File: config.mk
export PLATFORM = sky130hd
export DESIGN_NAME = vslc_timer_bank
export DESIGN_NICKNAME = d
export VERILOG_FILES = /design/src/rtl/vslc_pkg.sv /design/src/rtl/vslc_timer_channel.sv /design/src/rtl/vslc_timer_bank.sv
export SDC_FILE = /design/constraint.sdc
export NUM_CORES = 1
export LEC_CHECK = 0
export ABC_AREA = 0
export CORE_UTILIZATION = 57
export CTS_BUF_LIST = sky130_fd_sc_hd__clkbuf_4 sky130_fd_sc_hd__clkbuf_8 sky130_fd_sc_hd__clkbuf_16
export DETAILED_ROUTE_END_ITERATION = 10
export GPL_TIMING_DRIVEN = 0
export PLACE_DENSITY = 0.77
export SETUP_SLACK_MARGIN = 0.1
export SYNTH_ARGS = -nofsm -noshare
export SYNTH_HDL_FRONTEND = slang
export SYNTH_SLANG_ARGS = --single-unit
File: constraint.sdc
create_clock -name clk -period 10.7 [get_ports clk]
set_clock_uncertainty 0.2 [all_clocks]
set_input_delay 2.14 -clock clk [delete_from_list [all_inputs] [get_ports clk]]
set_output_delay 2.14 -clock clk [all_outputs]
set_load 0.05 [all_outputs]
File: src/rtl/vslc_pkg.sv
// Shared constants for the VSLC timer bank:
// mode codes, config-select codes, reset periods.
package vslc_pkg;

  typedef enum logic [1:0] {
    MODE_CYCLE   = 2'd0,
    MODE_ONESHOT = 2'd1,
    MODE_GATED   = 2'd2,
    MODE_RETRIG  = 2'd3
  } mode_e;

  localparam logic [1:0] SEL_PA   = 2'd0;
  localparam logic [1:0] SEL_PB   = 2'd1;
  localparam logic [1:0] SEL_CTRL = 2'd2;

  localparam logic [0:0] PH_A = 1'b0;
  localparam logic [0:0] PH_B = 1'b1;

  localparam int RST_PA = 1;
  localparam int RST_PB = 2;

endpackage

File: src/rtl/vslc_timer_channel.sv
// One timer channel: config regs, 2^div prescaler,
// period counter and A/B phase state.
module vslc_timer_channel
  import vslc_pkg::*;
#(
  parameter int CNT_W = 16,
  parameter int DIV_W = 4
) (
  input  logic             clk_i,
  input  logic             rst_i,
  input  logic             wr_a_i,
  input  logic             wr_b_i,
  input  logic             wr_ctrl_i,
  input  logic [CNT_W-1:0] data_i,
  input  logic             en_set_i,
  input  logic             en_clr_i,
  input  logic             gate_i,
  output logic             out_o,
  output logic             done_o,
  output logic             active_o
);

  localparam int PRE_W = 2**DIV_W - 1;

  logic [CNT_W-1:0] per_a_q, per_a_d;
  logic [CNT_W-1:0] per_b_q, per_b_d;
  logic [DIV_W-1:0] div_q, div_d;
  mode_e            mode_q, mode_d;
  logic [PRE_W-1:0] pre_q, pre_d;
  logic [CNT_W-1:0] cnt_q, cnt_d;
  logic [0:0]       phase_q, phase_d;
  logic             out_q, out_d;
  logic             done_q, done_d;
  logic             active_q, active_d;

  logic [PRE_W-1:0] pre_lim;
  logic [CNT_W-1:0] per_cur;
  logic             adv, tick, wrap, restart;

  // Prescaler limit is 2^div-1: all bits below div set.
  always_comb begin
    for (int b = 0; b < PRE_W; b++) begin
      pre_lim[b] = (b < int'(div_q));
    end
  end

  always_comb begin
    per_a_d  = wr_a_i ? data_i : per_a_q;
    per_b_d  = wr_b_i ? data_i : per_b_q;
    div_d    = div_q;
    mode_d   = mode_q;
    if (wr_ctrl_i) begin
      div_d  = data_i[DIV_W-1:0];
      mode_d = mode_e'(data_i[DIV_W+1:DIV_W]);
    end

    pre_d    = pre_q;
    cnt_d    = cnt_q;
    phase_d  = phase_q;
    out_d    = out_q;
    done_d   = 1'b0;
    active_d = active_q;

    adv     = active_q &&
              (mode_q != MODE_GATED || gate_i);
    tick    = adv && (pre_q >= pre_lim);
    per_cur = (phase_q == PH_B) ? per_b_q : per_a_q;
    wrap    = tick && (cnt_q >= per_cur);

    if (adv) pre_d = tick ? '0 : pre_q + 1'b1;
    if (tick) cnt_d = wrap ? '0 : cnt_q + 1'b1;

    if (wrap) begin
      phase_d = (phase_q == PH_A) ? PH_B : PH_A;
      out_d   = (phase_q == PH_A);
      if (phase_q == PH_B) begin
        done_d = 1'b1;
        if (mode_q == MODE_ONESHOT ||
            mode_q == MODE_RETRIG) begin
          active_d = 1'b0;
        end
      end
    end

    // A one-shot ending this cycle counts as idle, so
    // a coinciding en_set keeps the channel running.
    restart = en_set_i &&
              (!active_d || mode_q == MODE_RETRIG);

    if (en_clr_i || restart) begin
      pre_d    = '0;
      cnt_d    = '0;
      phase_d  = PH_A;
      out_d    = 1'b0;
      active_d = !en_clr_i;
    end
    if (en_clr_i) done_d = 1'b0;
  end

  always_ff @(posedge clk_i or posedge rst_i) begin
    if (rst_i) begin
      per_a_q  <= CNT_W'(RST_PA);
      per_b_q  <= CNT_W'(RST_PB);
      div_q    <= '0;
      mode_q   <= MODE_CYCLE;
      pre_q    <= '0;
      cnt_q    <= '0;
      phase_q  <= PH_A;
      out_q    <= 1'b0;
      done_q   <= 1'b0;
      active_q <= 1'b0;
    end else begin
      per_a_q  <= per_a_d;
      per_b_q  <= per_b_d;
      div_q    <= div_d;
      mode_q   <= mode_d;
      pre_q    <= pre_d;
      cnt_q    <= cnt_d;
      phase_q  <= phase_d;
      out_q    <= out_d;
      done_q   <= done_d;
      active_q <= active_d;
    end
  end

  assign out_o    = out_q;
  assign done_o   = done_q;
  assign active_o = active_q;

endmodule

File: src/rtl/vslc_timer_bank.sv
// N-channel two-phase timer bank: config write
// decode plus one timer channel per output.
module vslc_timer_bank
  import vslc_pkg::*;
#(
  parameter int N_CH  = 4,
  parameter int CNT_W = 16,
  parameter int DIV_W = 4,
  localparam int CH_W = (N_CH > 1) ? $clog2(N_CH) : 1
) (
  input  logic             clk,
  input  logic             rst,
  input  logic             cfg_we,
  input  logic [CH_W-1:0]  cfg_ch,
  input  logic [1:0]       cfg_sel,
  input  logic [CNT_W-1:0] cfg_data,
  input  logic [N_CH-1:0]  en_set,
  input  logic [N_CH-1:0]  en_clr,
  input  logic [N_CH-1:0]  gate,
  output logic [N_CH-1:0]  tmr_out,
  output logic [N_CH-1:0]  tmr_done,
  output logic [N_CH-1:0]  tmr_active
);

  for (genvar i = 0; i < N_CH; i++) begin : g_ch
    logic hit;
    assign hit = cfg_we && (cfg_ch == CH_W'(i));

    vslc_timer_channel #(
      .CNT_W(CNT_W),
      .DIV_W(DIV_W)
    ) u_ch (
      .clk_i    (clk),
      .rst_i    (rst),
      .wr_a_i   (hit && cfg_sel == SEL_PA),
      .wr_b_i   (hit && cfg_sel == SEL_PB),
      .wr_ctrl_i(hit && cfg_sel == SEL_CTRL),
      .data_i   (cfg_data),
      .en_set_i (en_set[i]),
      .en_clr_i (en_clr[i]),
      .gate_i   (gate[i]),
      .out_o    (tmr_out[i]),
      .done_o   (tmr_done[i]),
      .active_o (tmr_active[i])
    );
  end

endmodule

==> results.md, run 1 <==
- Syn Nets: 1849
- Pwr Density: between 150 and 200 mW/mm^2
- Dpl cells: between 2000 and 2500
- Critical Path RT: around 11 ns
- Fin area: 0.01916 sq mm
- Post-route DRC: 0
- WL met1: about 18000 um
- Sw Pwr: a little over 800 uW
- Global placement routability congestion: between 0.8 and 0.9
- Post-synthesis mux area share: 13.80%
- Clock Latency Late Sink: between 0.5 and 0.6 ns
- Share of total power in the clock network: about two fifths
- Fin cells: between 2000 and 2500
- Core ar.: 0.02909 sq mm
- Synth warn: 0
- Internal power: approximately 2200 uW
- Cts hold-fix bufs: 0
- PortBufs: between 40 and 50
- Relative slew slack: a little over two fifths
- Post-synth top area cell: dfrtp_1
- Max IR drop VDD: between 0.0001 and 0.00015 V
- Post-CTS sizing: 0
- Syn_area_per_cell: a little over 10 sq um
- EDFF count, synth: 0
- Sequential cell area: 0.007217 sq mm
- Post-synthesis adder-cell area fraction: about a tenth
- Async set-reset flop share out of synthesis: 100.0%
- Placed Instance Area: between 0.015 and 0.02 sq mm
- Final Hold Viols: 0
- Synth Area in Compound Gates: between 10 and 15%
- ANT cells: 0
- Top_reg_cell synth: dfrtp_1
- Leak: 0.008210 uW
- CTS sink count: ~290
- Clk buf depth: 3
- Crit Path Class: flip-flop to flip-flop
- WL final: 41250 um
- H-Tree Depth: 1
- Post-synthesis to final-layout area growth: 12.34%
- RSZ-0062 raised after global routing: no
- Synth top area cells: dfrtp_1 41%, mux2_2 10%, ha_1 9.4%
- ANT nets after route: 0
- Status: complete, no violations
- DR vias: around 14000
- Synth Area in XOR/XNOR: 0.6161%
- Period utilisation layout: between 40% and 50%
- Endpoints failing setup: 0
- Wire per inst: 18.97 um
- Min Clock Period, post-route: about 4.6 ns
- Max-Cap Viols: 0
- Worst Tran Pin Value: about 0.84 ns
- Total Routing Usage GR: a little over a quarter
- NumNets Final: 1930
- Most frequent cells after synthesis: 280 x dfrtp_1, 154 x mux2_2, 131 x nand2_1
- Arr. time, crit path: between 4 and 5 ns
- FF+latch count, synth: roughly 290
- Combinational family with the most area after synthesis: simple AND/OR/NAND/NOR gates
- Initial DRC count: 1189
- Total setup buffers inserted after CTS: 0
- First-pass GRT wire length: between 60000 and 70000 um
- Fmax: between 200 and 250 MHz
- Gr ovfl total: 0
- Synthesized cell area: ~0.017 sq mm
- Gate power share: ~18%
- Cell count after synthesis: approximately 1700
- Initial Utilization: about three fifths
- Startpoint types: flip-flop
- Die Wd: 175.0 um
- Net switching fraction of the power: a little over a quarter
- WL met3: between 2000 and 2500 um
- DP Wirelength: around 29000 um
- Most common cell in the netlist: dfrtp_1
- Synth Area in Simple Gates: approximately 16%
- Yosys top cell area share: roughly 40%
- Setup Total Neg Slack: 0 ns
- Final core occ: 65.88%
- Sequential share of the synthesized area: a little over two fifths
- Share of cells above drive strength 1: 14.63%
- Slew Limit Fails: 0
- WL met2: 19620 um
- Filler instances: between 2000 and 2500
- Largest net degree at the start of global routing: between 100 and 150
- WHS: between 0.3 and 0.4 ns
- Number of global-route vias before repair: between 10000 and 15000
- Reg2reg start: g_ch[1].u_ch.out_o$_DFFE_PP0P_
- Clk slew on worst S/H paths: around 0.06 ns
- TritonCTS clock tree: yes
- CP startpoint: g_ch[1].u_ch.out_o$_DFFE_PP0P_
- Drt first pass iters: 5
- Top sig layer: met4
- Die Y: ~170 um
- Initial antenna violation count: 1
- HP Class: flip-flop to flip-flop
- Multi-input gate area: 0.009291 sq mm
- Max FO, Critical Path: 10
- Die area: a little over 0.03 sq mm
- # rows: a little over 60
- Unique masters post-synth: around 70
- Sequential power share: a little over two fifths
- # IOs: between 40 and 50
- Crit end category: flip-flop
- CTS root buf: clkbuf_16
- HP Start: g_ch[3].u_ch.per_b_q[0]$_DFFE_PP0P_
- CTS Buf Count: 31
- Via density: 6.351
==> power by group through the flow <==
stage | Combinational, uW | Sequential (uW) | Clock (uW)
3_3_place_gp | 488 | 1330 | 0
5_1_grt | 587 | 1340 | 1210
2_1_floorplan | 392 | 1310 | 0
4_1_cts | 526 | 1320 | 1170
3_5_place_dp | 521 | 1330 | 0
6_report | 524 | 1320 | 1150
==> worst max-delay path: stages (launching register included) <==
cell and delay, ns:
dfrtp_1 0.37, clkbuf_1 0.58, buf_1 0.70, mux2i_1 0.35, ha_1 0.30, a21oi_1 0.14
o21ai_0 0.15, a2111oi_2 0.48, o211ai_1 0.21, and2_1 0.23, clkbuf_1 0.22, nor2_2 0.41
a32o_1 0.20
==> metal layers <==
| metal | vias up | track usage, % |
|---|---|---|
| li1 | 6481 | - |
| met1 | 6828 | 38.11 |
| met2 | 425 | 44.94 |
| met3 | 79 | 3.438 |
| met4 | 0 | 7.645 |
| met5 | - | 0 |
==> placed cells by master (no fill, tap or decap), drive strengths merged, types with 8 or more instances in the layout <==
master,Yosys,final
nand3,101,101
nor2,73,73
and2,10,10
a211oi,12,12
mux2i,62,62
nand2b,23,23
a32o,23,23
nor3,38,38
nand2,131,131
nand3b,16,16
nand4,33,33
o211ai,15,15
buf,31,33
and3,48,48
inv,33,35
o21ai,82,82
a21oi,105,105
a31oi,44,44
nor4,17,17
a21o,25,25
ha,128,128
nor3b,13,13
xor2,10,10
mux2,154,154
a41oi,8,8
dfrtp,280,280
clkbuf,65,106
o21a,11,11
clkdlybuf4s50,0,46
dfstp,8,8
==> path summary, 6_finish.rpt <==
path	cells after the start	endpoint	slack, ns
min	1	g_ch[3].u_ch.per_b_q[0]$_DFFE_PP0P_	0.30
max reg2reg	12	g_ch[1].u_ch.cnt_q[4]$_DFFE_PP0P_	6.08
min reg2reg	1	g_ch[3].u_ch.per_b_q[0]$_DFFE_PP0P_	0.30
min in group asynchronous	2	g_ch[1].u_ch.pre_q[6]$_DFFE_PP0P_	1.86
max	12	g_ch[1].u_ch.cnt_q[4]$_DFFE_PP0P_	6.08
max in group asynchronous	3	g_ch[2].u_ch.cnt_q[11]$_DFFE_PP0P_	7.43
==> sequential cells by signal, summed over array words and instances (netlist names) <==
| signal | cells |
|---|---|
| g_ch.u_ch.per_b_q | 64 |
| g_ch.u_ch.out_o | 4 |
| g_ch.u_ch.mode_q | 8 |
| g_ch.u_ch.cnt_q | 64 |
| g_ch.u_ch.pre_q | 60 |
| g_ch.u_ch.done_o | 4 |
| g_ch.u_ch.div_q | 16 |
| g_ch.u_ch.active_o | 4 |
| g_ch.u_ch.per_a_q | 64 |
==> cell families (layout without fill, tap and decap cells) <==
logic type,after synthesis,count (layout)
AO/OA/AOI/OAI,372,372
multiplexers,216,216
AND/OR/NAND/NOR,541,541
buffers and inverters,129,234
adder cells (fa/ha/maj),128,128
XOR/XNOR,12,12
flip-flops,288,288
==> cell type report <==
| type | count | area share (%) |
|---|---|---|
| Buffer | 96 | 2.226 |
| Clock buffer | 41 | 4.603 |
| Clock inverter | 16 | 1.149 |
| Inverter | 33 | 0.6855 |
| Multi-Input combinational cell | 1269 | 48.48 |
| Sequential cell | 288 | 37.66 |
| Tap cell | 384 | 2.507 |
| Timing Repair Buffer | 48 | 2.690 |
==> through the flow <==
stage / power (uW) / setup slack (ns)
6_report: 2993 / 6.082
4_1_cts: 3009 / 6.138
5_1_grt: 3133 / 5.801
2_1_floorplan: 1700 / 0.4242
3_3_place_gp: 1814 / -3.116
3_5_place_dp: 1855 / 5.715
Note: power is estimated with default switching activity, not from simulation.
==> inputs of run 2 (changes only) <==
Settings changed: CORE_UTILIZATION 57 to 63, PLACE_DENSITY 0.77 to 0.81.
Clock period 10.7 ns to 4.6 ns, I/O delays scaled along.
==> results.md, run 2 (synthesized netlist as in run 1, its figures left out) <==
- Status: complete, no violations (unchanged)
- Min Clock Period, post-route: 4.249 ns (was 4.618 ns)
- Met1 Use GR: 40.94% (was 38.11%)
- CP peak stage delay: 0.60 ns (was 0.70 ns)
- Arr. time, crit path: 4.52 ns (was 4.90 ns)
- Fmax: 235.3 MHz (was 216.5 MHz)
- Sw Pwr: 1953 uW (was 820.1 uW)
- Startpoint types: flip-flop (unchanged)
- Core ar.: 0.02628 sq mm (was 0.02909 sq mm)
- Internal power: 4946 uW (was 2172 uW)
- Final Hold Viols: 0 (unchanged)
- Largest net degree at the start of global routing: 45 (was 121)
- CTS sink count: 288 (unchanged)
- PortBufs: 46 (unchanged)
- Total Routing Usage GR: 30.74% (was 27.35%)
- Max FO, Critical Path: 10 (unchanged)
- CTS Buf Count: 31 (unchanged)
- Clk slew on worst S/H paths: 0.06 ns (about the same)
- First-pass GRT wire length: 70370 um (was 68600 um)
- Share of cells above drive strength 1: 15.30% (was 14.63%)
- Number of global-route vias before repair: 14110 (was 13530)
- Setup Total Neg Slack: 0 ns (unchanged)
- Die area: 0.02774 sq mm (was 0.03062 sq mm)
- CP top delay family: buffers and inverters (unchanged)
- Leak: 0.008259 uW (was 0.008210 uW)
- Worst Path Buf+Inv: 3 (unchanged)
- Gate power share: 18.1% (was 17.5%)
- Relative slew slack: 39.03% (was 43.75%)
- # rows: 59 (was 62)
- Die Y: 166.6 um (was 175.0 um)
- Pwr Density: 359.8 mW/mm^2 (was 156.2 mW/mm^2)
- Post-synthesis to final-layout area growth: 12.40% (was 12.34%)
- NumNets Final: 1937 (was 1930)
- Clk buf depth: 3 (unchanged)
- Worst path cell trace: clkbuf_1 > clkbuf_2 > mux2i_1 > ha_1 > o21a_1 > o211ai_1 > a211oi_1 > a211o_1 > nor4_2 > buf_2 > a21oi_1 > o21ai_0 (was clkbuf_1 > buf_1 > mux2i_1 > ha_1 > a21oi_1 > o21ai_0 > a2111oi_2 > o211ai_1 > and2_1 > clkbuf_1 > nor2_2 > a32o_1)
- Share of total power in the clock network: 37.2% (was 38.4%)
- Met2 Track Usage GR: 51.68% (was 44.94%)
- H-Tree Depth: 1 (unchanged)
- Final core occ: 72.96% (was 65.88%)
- Drt first pass iters: 8 (was 5)
- Worst Tran Pin Value: 0.9068 ns (was 0.8438 ns)
- Routing usage on met3: 3.992% (was 3.438%)
- TritonCTS clock tree: yes (unchanged)
- Net switching fraction of the power: 28.31% (was 27.40%)
- Sequential power share: 44.6% (was 44.0%)
- Initial antenna violation count: 0 (was 1)
- Commonest non-fill, non-tap cells in the layout: 280 x dfrtp_1, 154 x mux2_2, 131 x nand2_1 (unchanged)
- Cts hold-fix bufs: 0 (unchanged)
- ANT cells: 0 (unchanged)
- Slew Limit Fails: 0 (unchanged)
- Regs by FF count: g_ch.u_ch.cnt_q (64), g_ch.u_ch.per_a_q (64), g_ch.u_ch.per_b_q (64) (unchanged)
- Gr busiest metal: met2 (unchanged)
- Slowest CP cell: nor4_2 (was buf_1)
- Die Wd: 166.6 um (was 175.0 um)
- Global placement routability congestion: 0.8777 (was 0.8906)
- ANT nets after route: 0 (unchanged)
- # IOs: 47 (unchanged)
- WHS: 0.3024 ns (was 0.3038 ns)
- Most common cell after layout, fill and taps aside: dfrtp_1 (unchanged)
- Initial DRC count: 1095 (was 1189)
- WL final: 41830 um (was 41250 um)
- Period utilisation layout: 92.38% (was 43.16%)
- Max-Cap Viols: 0 (unchanged)
- DP Wirelength: 29780 um (was 28970 um)
- CTS root buf: clkbuf_16 (unchanged)
- Initial Utilization: 64.91% (was 58.64%)
- Crit Path Class: flip-flop to flip-flop (unchanged)
- Max IR drop VDD: 0.0002716 V (was 0.0001425 V)
- Crit end category: flip-flop (unchanged)
- Post-route DRC: 0 (unchanged)
- Wire per inst: 19.62 um (was 18.97 um)
- HP Class: flip-flop to flip-flop (unchanged)
- Critical Path RT: 4.87 ns (was 10.99 ns)
- Total setup buffers inserted after CTS: 0 (unchanged)
- RSZ-0062 raised after global routing: no (unchanged)
- Via density: 6.612 (was 6.351)
- DR vias: 14100 (was 13810)
- Clock Latency Late Sink: 0.57 ns (about the same)
- Gr ovfl total: 0 (unchanged)
- Endpoints failing setup: 0 (unchanged)
run 2: changes by cell type in the layout (fill, tap and decap cells not counted), sizes merged:
cell,change
clkinv,+5
clkbuf,-4
inv,-2
buf,+6
bufinv,-1
clkinvlp,+2
run 2: worst paths after layout:
check,start,to,slack (ns),depth (start not counted)
min,g_ch[2].u_ch.pre_q[14]$_DFFE_PP0P_,g_ch[2].u_ch.pre_q[14]$_DFFE_PP0P_,0.30,1
max reg2reg,g_ch[0].u_ch.out_o$_DFFE_PP0P_,g_ch[0].u_ch.cnt_q[10]$_DFFE_PP0P_,0.35,12
min in group asynchronous,rst,g_ch[2].u_ch.pre_q[6]$_DFFE_PP0P_,0.51,2
max in group asynchronous,rst,g_ch[1].u_ch.div_q[0]$_DFFE_PP0P_,2.49,6
max,g_ch[0].u_ch.out_o$_DFFE_PP0P_,g_ch[0].u_ch.cnt_q[10]$_DFFE_PP0P_,0.35,12
min reg2reg,g_ch[2].u_ch.pre_q[14]$_DFFE_PP0P_,g_ch[2].u_ch.pre_q[14]$_DFFE_PP0P_,0.30,1
run 2: cell type report:
| type | instances | area (sq um) |
|---|---|---|
| timing repair buffer | 55 | 640.6 |
| fill | 1816 | 7106 |
| sequential | 288 | 7217 |
| buffer | 96 | 435.4 |
| clock inverter | 20 | 217.7 |
| multi-input combinational | 1269 | 9291 |
| clock buffer | 36 | 825.8 |
| tap | 335 | 419.2 |
| inverter | 33 | 127.6 |
run 2: per-layer routing:
metal	share of wire, %	routed length (um)	vias to the layer above
li1	-	-	6501
met1	43	18160	7027
met2	48	20100	473
met3	5.4	2272	96
met4	3.1	1295	0
met5	0	0	-
run 2: power groups by stage:
stage               Combinational, uW  Sequential (uW)  Clock (uW)
floorplan                         913             3040           0
detailed placement               1230             3110           0
CTS                              1250             3070        2600
global placement                 1130             3080           0
finish                           1250             3080        2570
global route                     1400             3120        2690
run 2: worst reg2reg max path, cell delays in order, from the launching register on:
cell and delay (ns):
dfrtp_1 0.35, clkbuf_1 0.52, clkbuf_2 0.48, mux2i_1 0.25, ha_1 0.25, o21a_1 0.17
o211ai_1 0.20, a211oi_1 0.10, a211o_1 0.40, nor4_2 0.60, buf_2 0.34, a21oi_1 0.09
o21ai_0 0.19
run 2: timing repair:
| action | 4_1_cts | 5_1_grt |
|---|---|---|
| setup endpoints to repair | 9 | 49 |
| resized for setup | 1 | 11 |
| gates cloned | 0 | 0 |
run 2: per-stage QoR:
stage	setup slack, ns	total power, uW	instances	area (sq um)
after global placement	-2.325	4217	2067	17940
after floorplan	-0.3327	3955	1686	17060
final	0.3506	6899	2132	19170
after global routing	0.1938	7207	2132	19170
after CTS	0.1148	6918	2132	19170
after detailed placement	0.05172	4334	2076	18120
